### src/rtl/whack_pkg.sv
// Shared definitions for the whack-a-mole engine: state encoding, LFSR
// constants and the half-hole masks lit during fever.
package whack_pkg;

    typedef enum logic [1:0] {
        ST_IDLE  = 2'd0,
        ST_PLAY  = 2'd1,
        ST_FEVER = 2'd2,
        ST_OVER  = 2'd3
    } state_e;

    localparam logic [15:0] LFSR_SEED = 16'hACE1;
    // Right-shifting Fibonacci form: polynomial taps 16/14/13/11 land on bits 0/2/3/5.
    localparam logic [15:0] LFSR_TAPS = 16'h002D;

    function automatic logic [15:0] lower_half_mask(input int n);
        logic [15:0] m;
        m = '0;
        for (int i = 0; i < 16; i++) begin
            if (i < n / 2) m[i] = 1'b1;
        end
        return m;
    endfunction

    function automatic logic [15:0] upper_half_mask(input int n);
        logic [15:0] m;
        m = '0;
        for (int i = 0; i < 16; i++) begin
            if (i >= n / 2 && i < n) m[i] = 1'b1;
        end
        return m;
    endfunction

endpackage

### src/rtl/whack_if.sv
// Keypad/lamp/score bundle between the game engine and the pin/display side.
interface whack_if #(
    parameter int N_HOLES = 8,
    parameter int SCORE_W = 8
);
    logic                 start;
    logic [N_HOLES-1:0]   key;
    logic [N_HOLES-1:0]   mole;
    logic [SCORE_W-1:0]   score;
    logic [3:0]           combo;
    logic [7:0]           rounds_left;
    logic                 fever;
    logic                 game_over;
    logic                 hit_pulse;
    logic                 miss_pulse;

    modport master (
        output start, key,
        input  mole, score, combo, rounds_left, fever, game_over, hit_pulse, miss_pulse
    );

    modport slave (
        input  start, key,
        output mole, score, combo, rounds_left, fever, game_over, hit_pulse, miss_pulse
    );
endinterface

### src/rtl/key_edge_sync.sv
// Per-key 2-flop synchroniser, rising-edge detect and a round latch that
// remembers which keys were struck since the last clear.
module key_edge_sync #(
    parameter int WIDTH = 8
) (
    input  logic             clk,
    input  logic             RESET,
    input  logic [WIDTH-1:0] key_in,
    input  logic             clr,
    output logic [WIDTH-1:0] latch
);
    logic [WIDTH-1:0] sync1_q, sync1_d;
    logic [WIDTH-1:0] sync2_q, sync2_d;
    logic [WIDTH-1:0] prev_q,  prev_d;
    logic [WIDTH-1:0] latch_q, latch_d;
    logic [WIDTH-1:0] rise;

    always_comb begin
        sync1_d = key_in;
        sync2_d = sync1_q;
        prev_d  = sync2_q;
        rise    = sync2_q & ~prev_q;
        // A clear drops old hits but keeps a same-cycle edge for the next round.
        latch_d = clr ? rise : (latch_q | rise);
    end

    always_ff @(posedge clk or posedge RESET) begin
        if (RESET) begin
            sync1_q <= '0;
            sync2_q <= '0;
            prev_q  <= '0;
            latch_q <= '0;
        end else begin
            sync1_q <= sync1_d;
            sync2_q <= sync2_d;
            prev_q  <= prev_d;
            latch_q <= latch_d;
        end
    end

    assign latch = latch_q;
endmodule

### src/rtl/whack_core.sv
// Whack-a-mole engine: LFSR-driven mole lamps, per-round key scoring,
// combo tracking, timed fever mode and fixed-length games.
//   state    | meaning
//   ST_IDLE  | after reset, waiting for start
//   ST_PLAY  | normal rounds, random moles
//   ST_FEVER | bonus rounds, alternating half masks
//   ST_OVER  | game finished, all lamps lit, score frozen
module whack_core
    import whack_pkg::*;
#(
    parameter int N_HOLES      = 8,
    parameter int GAME_ROUNDS  = 45,
    parameter int TICK_DIV     = 25_000_000,
    parameter int FEVER_COMBO  = 10,
    parameter int FEVER_ROUNDS = 5,
    parameter int NORMAL_PTS   = 1,
    parameter int FEVER_PTS    = 3,
    parameter int SCORE_W      = 8
) (
    input  logic   clk,
    input  logic   RESET,
    whack_if.slave bus
);
    localparam int PW = $clog2(TICK_DIV);
    localparam logic [PW-1:0]      PRESC_LAST     = PW'(TICK_DIV - 1);
    localparam logic [N_HOLES-1:0] MASK_LO        = N_HOLES'(lower_half_mask(N_HOLES));
    localparam logic [N_HOLES-1:0] MASK_HI        = N_HOLES'(upper_half_mask(N_HOLES));
    localparam logic [3:0]         FEVER_COMBO_C  = 4'(FEVER_COMBO);
    localparam logic [7:0]         FEVER_ROUNDS_C = 8'(FEVER_ROUNDS);
    localparam logic [7:0]         GAME_ROUNDS_C  = 8'(GAME_ROUNDS);
    localparam logic [SCORE_W:0]   NORMAL_PTS_C   = (SCORE_W + 1)'(NORMAL_PTS);
    localparam logic [SCORE_W:0]   FEVER_PTS_C    = (SCORE_W + 1)'(FEVER_PTS);

    state_e               state_q, state_d;
    logic [N_HOLES-1:0]   mole_q, mole_d;
    logic [SCORE_W-1:0]   score_q, score_d;
    logic [3:0]           combo_q, combo_d, combo_new;
    logic [7:0]           rounds_q, rounds_d;
    logic [7:0]           fever_cnt_q, fever_cnt_d, fcnt_new;
    logic                 hit_q, hit_d, miss_q, miss_d;
    logic [15:0]          lfsr_q, lfsr_d;
    logic [PW-1:0]        presc_q, presc_d;
    logic [N_HOLES-1:0]   pat_raw, pattern, key_latch;
    logic                 active, tick, hit, start_go, latch_clr;

    function automatic logic [SCORE_W-1:0] sat_add(input logic [SCORE_W-1:0] a,
                                                   input logic [SCORE_W:0]   b);
        logic [SCORE_W:0] s;
        s = {1'b0, a} + b;
        return s[SCORE_W] ? '1 : s[SCORE_W-1:0];
    endfunction

    assign pat_raw   = lfsr_q[N_HOLES-1:0];
    assign pattern   = (pat_raw == '0) ? N_HOLES'(1) : pat_raw;
    assign active    = (state_q == ST_PLAY) || (state_q == ST_FEVER);
    assign tick      = active && (presc_q == PRESC_LAST);
    assign hit       = |(key_latch & mole_q);
    assign start_go  = bus.start && ((state_q == ST_IDLE) || (state_q == ST_OVER));
    assign latch_clr = tick || start_go;

    key_edge_sync #(.WIDTH(N_HOLES)) u_keys (
        .clk    (clk),
        .RESET  (RESET),
        .key_in (bus.key),
        .clr    (latch_clr),
        .latch  (key_latch)
    );

    always_comb begin
        state_d     = state_q;
        mole_d      = mole_q;
        score_d     = score_q;
        combo_d     = combo_q;
        rounds_d    = rounds_q;
        fever_cnt_d = fever_cnt_q;
        hit_d       = 1'b0;
        miss_d      = 1'b0;
        combo_new   = '0;
        fcnt_new    = '0;
        presc_d     = '0;
        lfsr_d      = {^(lfsr_q & LFSR_TAPS), lfsr_q[15:1]};

        if (active) presc_d = tick ? '0 : presc_q + PW'(1);

        case (state_q)
            ST_IDLE, ST_OVER: begin
                if (bus.start) begin
                    state_d     = ST_PLAY;
                    score_d     = '0;
                    combo_d     = '0;
                    fever_cnt_d = '0;
                    rounds_d    = GAME_ROUNDS_C;
                    mole_d      = pattern;
                end
            end
            ST_PLAY: begin
                if (tick) begin
                    rounds_d = rounds_q - 8'd1;
                    if (hit) begin
                        score_d   = sat_add(score_q, NORMAL_PTS_C);
                        combo_new = (combo_q == 4'hF) ? 4'hF : combo_q + 4'd1;
                        hit_d     = 1'b1;
                    end else begin
                        miss_d = 1'b1;
                    end
                    combo_d = combo_new;
                    // The last round outranks a fever trigger on the same tick.
                    if (rounds_d == 8'd0) begin
                        state_d = ST_OVER;
                        mole_d  = '1;
                    end else if (combo_new >= FEVER_COMBO_C) begin
                        state_d     = ST_FEVER;
                        fever_cnt_d = '0;
                        mole_d      = MASK_LO;
                    end else begin
                        mole_d = pattern;
                    end
                end
            end
            ST_FEVER: begin
                if (tick) begin
                    rounds_d = rounds_q - 8'd1;
                    if (hit) begin
                        score_d = sat_add(score_q, FEVER_PTS_C);
                        hit_d   = 1'b1;
                    end else begin
                        miss_d = 1'b1;
                    end
                    fcnt_new    = fever_cnt_q + 8'd1;
                    fever_cnt_d = fcnt_new;
                    if (rounds_d == 8'd0) begin
                        state_d = ST_OVER;
                        mole_d  = '1;
                    end else if (fcnt_new == FEVER_ROUNDS_C) begin
                        state_d = ST_PLAY;
                        combo_d = '0;
                        mole_d  = pattern;
                    end else begin
                        mole_d = (mole_q == MASK_LO) ? MASK_HI : MASK_LO;
                    end
                end
            end
            default: state_d = ST_IDLE;
        endcase
    end

    always_ff @(posedge clk or posedge RESET) begin
        if (RESET) begin
            state_q     <= ST_IDLE;
            mole_q      <= '0;
            score_q     <= '0;
            combo_q     <= '0;
            rounds_q    <= '0;
            fever_cnt_q <= '0;
            hit_q       <= 1'b0;
            miss_q      <= 1'b0;
            lfsr_q      <= LFSR_SEED;
            presc_q     <= '0;
        end else begin
            state_q     <= state_d;
            mole_q      <= mole_d;
            score_q     <= score_d;
            combo_q     <= combo_d;
            rounds_q    <= rounds_d;
            fever_cnt_q <= fever_cnt_d;
            hit_q       <= hit_d;
            miss_q      <= miss_d;
            lfsr_q      <= lfsr_d;
            presc_q     <= presc_d;
        end
    end

    assign bus.mole        = mole_q;
    assign bus.score       = score_q;
    assign bus.combo       = combo_q;
    assign bus.rounds_left = rounds_q;
    assign bus.fever       = (state_q == ST_FEVER);
    assign bus.game_over   = (state_q == ST_OVER);
    assign bus.hit_pulse   = hit_q;
    assign bus.miss_pulse  = miss_q;
endmodule

### src/flat_wrapper.sv
// flat-port wrapper written by rule: the top's interface ports become plain ports
module whack_core_flat import whack_pkg::*;
#(
    parameter int N_HOLES      = 8,
    parameter int GAME_ROUNDS  = 45,
    parameter int TICK_DIV     = 25_000_000,
    parameter int FEVER_COMBO  = 10,
    parameter int FEVER_ROUNDS = 5,
    parameter int NORMAL_PTS   = 1,
    parameter int FEVER_PTS    = 3,
    parameter int SCORE_W      = 8
)
  (clk, RESET, bus_start, bus_key, bus_mole, bus_score, bus_combo, bus_rounds_left, bus_fever, bus_game_over, bus_hit_pulse, bus_miss_pulse);
  whack_if #(.N_HOLES(N_HOLES), .SCORE_W(SCORE_W)) bus_i ();
  input  logic clk;
  input  logic RESET;
  input wire logic [$bits(bus_i.start)-1:0] bus_start;
  input wire logic [$bits(bus_i.key)-1:0] bus_key;
  output wire logic [$bits(bus_i.mole)-1:0] bus_mole;
  output wire logic [$bits(bus_i.score)-1:0] bus_score;
  output wire logic [$bits(bus_i.combo)-1:0] bus_combo;
  output wire logic [$bits(bus_i.rounds_left)-1:0] bus_rounds_left;
  output wire logic [$bits(bus_i.fever)-1:0] bus_fever;
  output wire logic [$bits(bus_i.game_over)-1:0] bus_game_over;
  output wire logic [$bits(bus_i.hit_pulse)-1:0] bus_hit_pulse;
  output wire logic [$bits(bus_i.miss_pulse)-1:0] bus_miss_pulse;
  assign bus_i.start = bus_start;
  assign bus_i.key = bus_key;
  assign bus_mole = bus_i.mole;
  assign bus_score = bus_i.score;
  assign bus_combo = bus_i.combo;
  assign bus_rounds_left = bus_i.rounds_left;
  assign bus_fever = bus_i.fever;
  assign bus_game_over = bus_i.game_over;
  assign bus_hit_pulse = bus_i.hit_pulse;
  assign bus_miss_pulse = bus_i.miss_pulse;
  whack_core #(.N_HOLES(N_HOLES), .GAME_ROUNDS(GAME_ROUNDS), .TICK_DIV(TICK_DIV), .FEVER_COMBO(FEVER_COMBO), .FEVER_ROUNDS(FEVER_ROUNDS), .NORMAL_PTS(NORMAL_PTS), .FEVER_PTS(FEVER_PTS), .SCORE_W(SCORE_W)) u_core (.clk(clk), .RESET(RESET), .bus(bus_i));
endmodule
### config.mk
export PLATFORM = sky130hd
export DESIGN_NAME = whack_core_flat
export DESIGN_NICKNAME = d
export VERILOG_FILES = /design/src/rtl/whack_pkg.sv /design/src/rtl/whack_if.sv /design/src/rtl/key_edge_sync.sv /design/src/rtl/whack_core.sv /design/src/flat_wrapper.sv
export SDC_FILE = /design/constraint.sdc
export NUM_CORES = 1
export LEC_CHECK = 0
export CAP_MARGIN = 20
export CORE_MARGIN = 1.5
export CORE_UTILIZATION = 58
export DETAILED_ROUTE_END_ITERATION = 7
export HOLD_SLACK_MARGIN = 0.15
export PLACE_DENSITY_LB_ADDON = 0.25
export SLEW_MARGIN = 10
export SYNTH_ARGS = -nofsm -noshare
export SYNTH_HDL_FRONTEND = slang
export SYNTH_SLANG_ARGS = --single-unit
### constraint.sdc
create_clock -name clk -period 5.15 [get_ports clk]
set_input_delay 1.03 -clock clk [delete_from_list [all_inputs] [get_ports clk]]
set_output_delay 1.03 -clock clk [all_outputs]
set_load 0.01 [all_outputs]
=== Word level (Yosys, flattened, before mapping) ===
Index checks and enable logic that the tools add are counted.

* Flip-flop bits (word level): 113
* Input port bits: 11
* Output and inout port bits: 32

* Add/sub/neg operators: 6
* $lt $le $gt $ge: 1
* Eq/ne operators: 19
* Muxes and demuxes: 53
* Bitwise operators: 4
* Reduce and logical (&&, ||, !) cells: 18

{| class="wikitable"
|+ Operator list
! kind !! number
|-
| $mux W8 || 23
|-
| $pmux W8 S3 || 3
|-
| $mux W25 || 2
|-
| $mux W4 || 9
|-
| $add A25 B1 Y25 const B || 1
|-
| $eq A25 B25 Y1 const B || 1
|-
| $reduce_and A5 Y1 || 4
|-
| $and A8 B8 Y8 || 2
|-
| $logic_not A8 Y1 || 2
|-
| $pmux W8 S2 || 1
|-
| $reduce_xor A16 Y1 || 1
|-
| $mux W2 || 7
|-
| $ne A2 B1 Y1 const B || 6
|-
| $pmux W4 S3 || 1
|-
| $add A8 B1 Y9 const B || 1
|-
| $add A8 B2 Y9 const B || 1
|-
| $add A8 B1 Y8 const B || 1
|-
| $eq A8 B3 Y1 const B || 1
|-
| $eq A8 B4 Y1 const B || 1
|-
| $ne A2 B2 Y1 const B || 4
|-
| $not A8 Y8 || 1
|-
| $or A8 B8 Y8 || 1
|-
| $reduce_or A8 Y1 || 1
|-
| $sub A8 B1 Y8 const B || 1
|-
| 15 further kinds || 25
|}

=== Depth between registers and ports, before layout ===
* Word-level depth: 10
* Depth in mapped cells: 11
* Depth with buffers taken out: 8

=== By module ===
Synthesis repeated with hierarchy kept, for this count alone.

* Cells, all modules: 557
* Area, all modules: 5565.3 um2

{| class="wikitable"
|+ By module, submodules not included
! module !! instances !! cells an instance !! area an instance (um2)
|-
| whack_core || 1 || 499 || 4589.4
|-
| key_edge_sync || 1 || 58 || 975.9
|}

=== Least setup slack after synthesis ===
OpenSTA, ideal clock, no wires.

* Kind: reg-to-reg
* Start point: register u_core.state_q[0]
* End point: register u_core.fever_cnt_q[4]
* Library setup time: 0.092 ns
* Arrival: 2.784 ns
* Required time: 5.058 ns
* Slack: 2.274 ns
* Stages on the path, launching flop included: 11
* Buffers on the path: 2
* Cell sequence: dfrtp_1 > inv_1 > ha_1 > clkbuf_1 > or3b_2 > nor4_4 > nand2_2 > o32a_4 > or3_1 > buf_6 > o31ai_2

* Cells in the longest elaborated chain, start to end: 5
* Elaborated cells between the ends (all ways): 14
* Those cells by class: eq/ne (8); mux (1); reduce/logical (5)

{| class="wikitable"
|+ RTL lines
! what !! RTL line !! RTL
|-
| from (decl) || whack_core.sv:34 || <nowiki>state_e state_q, state_d;</nowiki>
|-
| from (signal assigned) || whack_core.sv:160 || <nowiki>state_q <= state_d;</nowiki>
|-
| $eq A2 B1 Y1 or $eq A2 B2 Y1 (tied branches) || whack_core.sv:55, whack_core.sv:85 ||
|-
| $logic_or A1 B1 Y1 || whack_core.sv:55 || <nowiki>assign active = (state_q == ST_PLAY) || (state_q == ST_FEVER);</nowiki>
|-
| $logic_and A1 B1 Y1 || whack_core.sv:56 || <nowiki>assign tick = active && (presc_q == PRESC_LAST);</nowiki>
|-
| $ne A2 B1 Y1 (no source line) || n/a ||
|-
| $reduce_and A5 Y1 (no source line) || n/a ||
|-
| to (signal assigned) || whack_core.sv:165 || <nowiki>fever_cnt_q <= fever_cnt_d;</nowiki>
|-
| to (decl) || whack_core.sv:39 || <nowiki>logic [7:0] fever_cnt_q, fever_cnt_d, fcnt_new;</nowiki>
|}

Parallel ways exist; a longest one is shown, timed or not.
A chain may end at the register's enable or synchronous reset.

=== Worst setup path in the final report ===
* Start point: register u_core.state_q[0]
* End point: output bus_fever

* Cells in the longest elaborated chain, start to end: 1

{| class="wikitable"
|+ RTL lines
! what !! RTL line !! RTL
|-
| $eq A2 B2 Y1 || whack_core.sv:177 || <nowiki>assign bus.fever = (state_q == ST_FEVER);</nowiki>
|-
| to (decl) || flat_wrapper.sv:23 || <nowiki>output wire logic [$bits(bus_i.fever)-1:0] bus_fever;</nowiki>
|}

Every way passes these cells.

==> metrics <==
outcome finished, final reports clean; clock root buffer clkbuf_8; Pwr per Cell Area 457 nW/µm²; largest family of logic cells by synthesized area simple AND/OR/NAND/NOR gates; Mapped Cells 563; most frequent cells in the layout 105 x dfrtp_1, 57 x nand2_1, 56 x nor2_1; Post-Route WL 13100 µm; GP Congestion 0.878; synthesized area 5520 µm²; Setup TNS 0 ns; Clock Latency Late Sink 0.52 ns; Setup CP Type flip-flop to output port; Power Internal 2010 µW; Max Fanout on Critical Path 27; DRC 0; # IOs 43; xor and xnor fraction of the mapped netlist area 4.76%; Clock power frac 38.9%; hold buffers post-CTS 0; Worst slew margin 31.2%; Tot Pwr 3040 µW; Synth Area in Simple Gates 18.2%; Routed Antenna Nets 0; Synth Net Count 586; Switching Share 33.6%; post-synthesis adder-cell area fraction 2.90%; final net count 626; global-route wire length before repair 21700 µm; clock tree buffer depth 2; max-cap violation count 0; clock sinks 113; Final Hold Fails 0; crit path DAT 2.56 ns; VDD IR max 358 µV; # Post-CTS Setup Buffers 0; CTS tree done; Die Width 101 µm; layout cells sized above 1 9.90%; CP required 4.12 ns; total of warnings raised by yosys 0; IO buf count 42; cell row count 35; gr usage total 27.9%; Final Slew Violations 0; register area share after synthesis 51.4%; Area Growth Syn to Fin 20.4%; CP Capture Type output port; Tightest Pin Transition 1.03 ns; Post-synth EDFFs 0; clk slew on worst S/H paths 0.06 ns; hold slack final 0.350 ns; f_max 278 MHz; wire per inst 17.6 µm; via count 4607; Antenna Cells 0; largest net degree at the start of global routing 88; commonest non-fill, non-tap cell in the layout dfrtp_1; Final Skew 0.00711 ns; min Tclk post-route 3.59 ns; sequential power share 36.0%; die height 101 µm; die footprint 10100 µm²; Compound-Gate Fraction of Synth Area 17.6%; dpl ws 1.93 ns; vias per cell 6.18; Starting Density 59.7%; Final Cycle Share 69.7%; initial DRC count 368; mux contribution to synthesized area 1.20%; Final WS setup 1.56 ns; core area 9240 µm²; DP HPWL 8270 µm; TritonCTS buffer count 17; post-CTS sizing 0; initial antenna violation count 0; vias in the first global route 4526; unrepaired setup endpoints after global routing no; H-tree depth 4; net load switching power 1020 µW; Lkg Pwr 0.00286 µW; GR Overflow Total 0; Worst Hold Class flip-flop to flip-flop; crit start category flip-flop; Async SR Flop Fraction 100%; combinational share of power 25.1%; final core occ 71.9%; drt pass-1 iters 8; Syn Area/Cell 9.80 µm²; ys flop type dfrtp_1; FF+latch count, synth 113; final number of setup-violating endpoints 0; Yosys cell types 71
cells in the mapped netlist, types with 5 or more instances:
library cell  instances  share of area [%]
a21o_1                5               0.68
nand4_1               9                1.0
or3_1                 9                1.0
and3_1                9                1.0
a31oi_1              18                2.0
ha_1                 12                2.7
dfrtp_1             105                 48
nand2_1              57                3.9
nand3_1              15                1.4
nor3_1                5               0.45
o31ai_2               5                1.1
a22oi_1               6               0.82
nor2_1               56                3.8
a21oi_1              23                2.1
xor2_1               11                1.7
o21ai_0              15                1.4
nand2b_1              7               0.79
o22ai_1               7               0.79
dfstp_2               8                3.8
inv_1                30                2.0
xnor2_1              19                3.0
o21ai_1              30                2.7
clkbuf_1             22                1.5
cells by family (layout without fill, tap and decap cells):
group	Yosys count	after routing
simple gates	200	200
flops	113	113
mux	6	6
xor+xnor	30	30
fa+ha+maj	13	13
buf+inv	55	108
compound gates	146	146
flip-flops by register name, summed over array words and instances, names as in the netlist, 4 cells and up:
signal,cells
u_core.presc_q,25
u_core.u_keys.prev_d,8
u_core.u_keys.latch,8
u_core.bus.combo,4
u_core.bus.rounds_left,8
u_core.fever_cnt_q,8
u_core.u_keys.prev_q,8
u_core.lfsr_q,16
u_core.u_keys.sync1_q,8
u_core.bus.mole,8
u_core.bus.score,8
power groups by stage:
stage / clock, µW / combinational [µW] / sequential (µW)
after floorplan: 0 / 496 / 1090
after global placement: 0 / 711 / 1100
after detailed placement: 0 / 733 / 1100
after CTS: 1190 / 745 / 1090
after global routing: 1230 / 832 / 1100
final: 1180 / 761 / 1090
cell type report:
cell class,count,area (µm²)
Timing Repair Buffer,45,463
Fill cell,639,2600
Multi-Input combinational cell,395,2470
Tap cell,129,161
Sequential cell,113,2840
Inverter,31,119
Clock buffer,18,428
Clock inverter,14,166
worst max-delay path, cell delays in order (launching register included):
cell and delay, ns:
dfrtp_1 0.42, inv_1 0.08, ha_1 0.84, clkdlybuf4s50_1 0.69
path summary, 6_finish.rpt:
kind	cells past startpoint	end	slack, ns	from
max in group asynchronous	4	u_core.u_keys.latch[1]$_DFF_PP0_	3.25	RESET
min in group asynchronous	2	u_core.bus.rounds_left[0]$_DFFE_PP0P_	0.91	RESET
setup / recovery	3	bus_fever	1.56	u_core.state_q[0]$_DFFE_PP0P_
hold / removal	0	u_core.u_keys.prev_d[1]$_DFF_PP0_	0.35	u_core.u_keys.sync1_q[1]$_DFF_PP0_
hold reg to reg	0	u_core.u_keys.prev_d[1]$_DFF_PP0_	0.35	u_core.u_keys.sync1_q[1]$_DFF_PP0_
setup reg to reg	8	u_core.fever_cnt_q[7]$_DFFE_PP0P_	1.88	u_core.state_q[0]$_DFFE_PP0P_
per-layer routing:
layer  vias up  routed length, µm  global-route usage, %
li1       2087                  -                      -
met1      2222               5370                   35.2
met2       241               6470                   45.5
met3        57                830                   6.52
met4         0                470                   13.8
met5         -                  0                      0
stage by stage:
step                std cells  area, µm²
floorplan                 563       5520
global placement          712       6020
detailed placement        712       6020
CTS                       744       6610
global route              745       6640
finish                    745       6640
(Power assumes the default switching activity.)
==> RTL change 1, RTL diff (same flow settings) <==
`TICK_DIV` is set to 25_000_000 in 2 places; all go to 12_500_000.
--- a/src/rtl/whack_core.sv
+++ b/src/rtl/whack_core.sv
@@ -10,7 +10,7 @@
 #(
     parameter int N_HOLES      = 8,
     parameter int GAME_ROUNDS  = 45,
-    parameter int TICK_DIV     = 25_000_000,
+    parameter int TICK_DIV     = 12_500_000,
     parameter int FEVER_COMBO  = 10,
     parameter int FEVER_ROUNDS = 5,
     parameter int NORMAL_PTS   = 1,
--- a/src/flat_wrapper.sv
+++ b/src/flat_wrapper.sv
@@ -3,7 +3,7 @@
 #(
     parameter int N_HOLES      = 8,
     parameter int GAME_ROUNDS  = 45,
-    parameter int TICK_DIV     = 25_000_000,
+    parameter int TICK_DIV     = 12_500_000,
     parameter int FEVER_COMBO  = 10,
     parameter int FEVER_ROUNDS = 5,
     parameter int NORMAL_PTS   = 1,
Formal check against the unedited RTL: no difference found for any inputs over 10 cycles, from zero or initial values and one cycle with RESET high; that may be too few to reach the edited logic, so the function may still have changed.
==> RTL change 1 against the original RTL <==
Sequential cell count shrank 1; synthesized cell count shrank 5.3%; utilization down 5.0 points; clock skew up 0.013 ns; area after synthesis down 2.0%; design area down 7.8%; critical endpoint unchanged; final cell count shrank 8.3%; wire length down 15%; first-iteration DRC count down 29%; worst setup slack gained 0.29 ns; global-route usage shrank 3.5 points.
Power is not compared: it rests on default switching activity, and its combinational part moved more than twofold at a synthesized area within 25%.
==> RTL change 1: results <==
{
  "crit_arrival_ns": 2.27,
  "use_met2": 0.394,
  "status": "finished clean",
  "finalNonFillerCells": 683,
  "wl_met3_um": 487,
  "nClkBuffers": 9,
  "crit_family": "buffers and inverters",
  "grt_usage": 0.244,
  "yosys.area_share.xor_xnor": 0.0453,
  "dp_hpwl_um": 7670,
  "muxShareOfSynthArea": 0.00810,
  "ff2ff_setup_slack_ns": 2.27,
  "ys_top_cells_by_area": "dfrtp_1 (48%), dfstp_2 (3.9%), o21ai_0 (3.7%)",
  "gp_congestion": 0.885,
  "multi_input_area_um2": 2370,
  "drtPass1Iterations": 5,
  "numSequentialCells": 112,
  "inverters": 33,
  "drc": 0,
  "critical_path_peak_fanout": 22,
  "fill_cells": 722,
  "largestRegisters": "u_core.presc_q: 24 flops, u_core.lfsr_q: 16 flops",
  "grt_max_degree": 79,
  "reg2reg_depth": 7,
  "slew-limit-headroom": 0.440,
  "grt_pass1_wl_um": 19400,
  "grt_pass1_vias": 4121,
  "cts_max_level": 3,
  "grtUsageMet3": 0.0365,
  "buf_share": 0.0756,
  "clock_area_frac": 0.0343,
  "nMultiInputCombCells": 366,
  "ir_drop_v": 0.000159,
  "r2r_end": "u_core.bus.mole[1]",
  "use_met1": 0.341,
  "slowest_delay_ns": 0.71,
  "synth_fa_ha_area_frac": 0.0296,
  "drt-met1-wl_um": 5180,
  "path_clk_slew_ns": 0.13,
  "drt_iter0_drc": 260,
  "synth-compound-area-share": 0.168,
  "synth_cell_type_count": 71,
  "clkLatencyLatePin_ns": 0.38,
  "finClkSkew_ns": 0.0200,
  "vias": 4152,
  "fin_nets": 590,
  "wl_met2_um": 5250,
  "seq_power_uw": 892,
  "seq_area_um2": 2810
}
RTL change 1: metrics by stage:
step | area [um2] | setup slack, ns
after floorplan | 5410 | 1.17
after global placement | 5880 | 2.10
after detailed placement | 5880 | 2.01
after CTS | 6090 | 1.84
after global routing | 6120 | 1.75
final | 6120 | 1.85
RTL change 1: how the worst min path moves through the flow:
stage / start / endpoint / slack [ns] / cells after the start
floorplan: u_core.lfsr_q[9] / u_core.lfsr_q[8] / 0.33 / 0
global placement: u_core.u_keys.sync1_q[7] / u_core.u_keys.prev_d[7] / 0.33 / 0
detailed placement: u_core.u_keys.sync1_q[2] / u_core.u_keys.prev_d[2] / 0.33 / 0
CTS: u_core.u_keys.sync1_q[0] / u_core.u_keys.prev_d[0] / 0.35 / 0
global route: u_core.u_keys.sync1_q[0] / u_core.u_keys.prev_d[0] / 0.37 / 0
finish: u_core.u_keys.sync1_q[0] / u_core.u_keys.prev_d[0] / 0.34 / 0
==> RTL change 2, RTL diff (config.mk and constraints unchanged) <==
Without the edit above. Reset style: synchronous (`RESET`), changed in 2 clocked blocks.
--- a/src/rtl/key_edge_sync.sv
+++ b/src/rtl/key_edge_sync.sv
@@ -24,7 +24,7 @@
         latch_d = clr ? rise : (latch_q | rise);
     end
 
-    always_ff @(posedge clk or posedge RESET) begin
+    always_ff @(posedge clk) begin
         if (RESET) begin
             sync1_q <= '0;
             sync2_q <= '0;
--- a/src/rtl/whack_core.sv
+++ b/src/rtl/whack_core.sv
@@ -144,7 +144,7 @@
         endcase
     end
 
-    always_ff @(posedge clk or posedge RESET) begin
+    always_ff @(posedge clk) begin
         if (RESET) begin
             state_q     <= ST_IDLE;
             mole_q      <= '0;
Check against the original RTL: differs if RESET is asserted again (counterexample within 4 cycles, from zero or initial values and one cycle with RESET high); with RESET held inactive, the same outputs for 10 cycles.
==> RTL change 2 against the original RTL <==
Sequential share of layout area decreased by 7.0 points; area after synthesis decreased by 2.8%; wire length decreased by 5.9%; worst setup slack improved by 0.50 ns; die area decreased by 2.7%; design area decreased by 4.7%; register-to-register slack improved by 0.18 ns; total power decreased by 11%; sequential cell count unchanged; critical path type is now flip-flop to flip-flop.
==> RTL change 2: results <==
{
  "hold_class": "flip-flop to flip-flop",
  "ir_drop_v": 0.000295,
  "synth_fa_ha_area_frac": 0.0280,
  "critical_path_peak_fanout": 16,
  "wl_um": 12400,
  "syn_area_per_cell_um2": 8.69,
  "worst_slew_pin_slew_ns": 0.801,
  "synth_nets": 640,
  "fin_nets": 676,
  "setup_viol": 0,
  "antenna_found_initial": 0,
  "yosys_warnings": 0,
  "yosys.area_share.xor_xnor": 0.0506,
  "synth_cell_type_count": 72,
  "crit_arrival_ns": 3.46,
  "grt_pass1_wl_um": 20900,
  "grt_pass1_vias": 4531,
  "muxShareOfSynthArea": 0.00933,
  "slowest_delay_ns": 0.62,
  "finClkSkew_ns": 0.00563,
  "cts_max_level": 4,
  "grt_max_degree": 41,
  "synth_common_cells": "dfxtp_1 (113), nor2_1 (68), nand2_1 (53), nor2b_1 (35), o21ai_0 (29)",
  "synthArstFlopShare": 0,
  "synth-compound-area-share": 0.177,
  "status": "finished clean",
  "ys_seq_area_frac": 0.422,
  "clkLatencyLatePin_ns": 0.51,
  "crit_family": "compound AO/OA/AOI/OAI gates",
  "ys_top_cells_by_area": "dfxtp_1 (42%), nor2_1 (4.8%), nor2b_1 (4.1%)",
  "dp_hpwl_um": 8210,
  "avgViaCountPerCell": 6.03,
  "drt_iter0_drc": 358,
  "gp_congestion": 0.938,
  "leakagePower_uw": 0.00229,
  "drive_gt1_frac": 0.0916,
  "grt_usage": 0.263,
  "drtPass1Iterations": 7,
  "crit_slowest_cell": "nor3_1"
}
RTL change 2: changes by cell type in the layout (fill, tap and decap cells not counted), sizes merged, moves of 12 or more:
| cell | delta |
|---|---|
| dfxtp | +113 |
| dfrtp | -105 |
| nor2b | +33 |
| a31oi | -15 |
| nor2 | +13 |
| nand3 | +12 |
RTL change 2: path summary, 6_finish.rpt:
check | from | to | slack [ns] | cells after the start
worst max-delay path | u_core.state_q[0] | u_core.bus.mole[5] | 2.06 | 8
worst min-delay path | u_core.lfsr_q[12] | u_core.lfsr_q[11] | 0.41 | 1
worst max register to register | u_core.state_q[0] | u_core.bus.mole[5] | 2.06 | 8
worst min register to register | u_core.lfsr_q[12] | u_core.lfsr_q[11] | 0.41 | 1
RTL change 2: stage by stage:
step	cell area, um2	worst slack (ns)	instances
floorplan	5360	2.79	617
global placement	5780	2.20	742
detailed placement	5780	2.09	742
CTS	6330	2.11	774
global route	6330	1.75	774
finish	6330	2.06	774
RTL change 2: final cells by class:
class                      count  area [um2]
fill                         687        2520
timing repair buffer          44         430
inverter                      27         101
clock buffer                  18         418
clock inverter                14         134
sequential                   113        2260
tap                          108         135
multi-input combinational    450        2850
RTL change 2: report_power, final:
group	switching (uW)	total, uW	leakage [uW]	internal [uW]
logic	384	618	0.00110	234
clock network	437	1080	0.000266	645
registers	75.5	1010	0.000923	939
RTL change 2: per-layer routing:
layer | share of wire | GRT usage | vias up
met5 | 0 | 0 | -
met4 | 0.011 | 0.111 | 0
met3 | 0.066 | 0.0527 | 15
met2 | 0.47 | 0.431 | 188
met1 | 0.46 | 0.340 | 2209
li1 | - | - | 2257
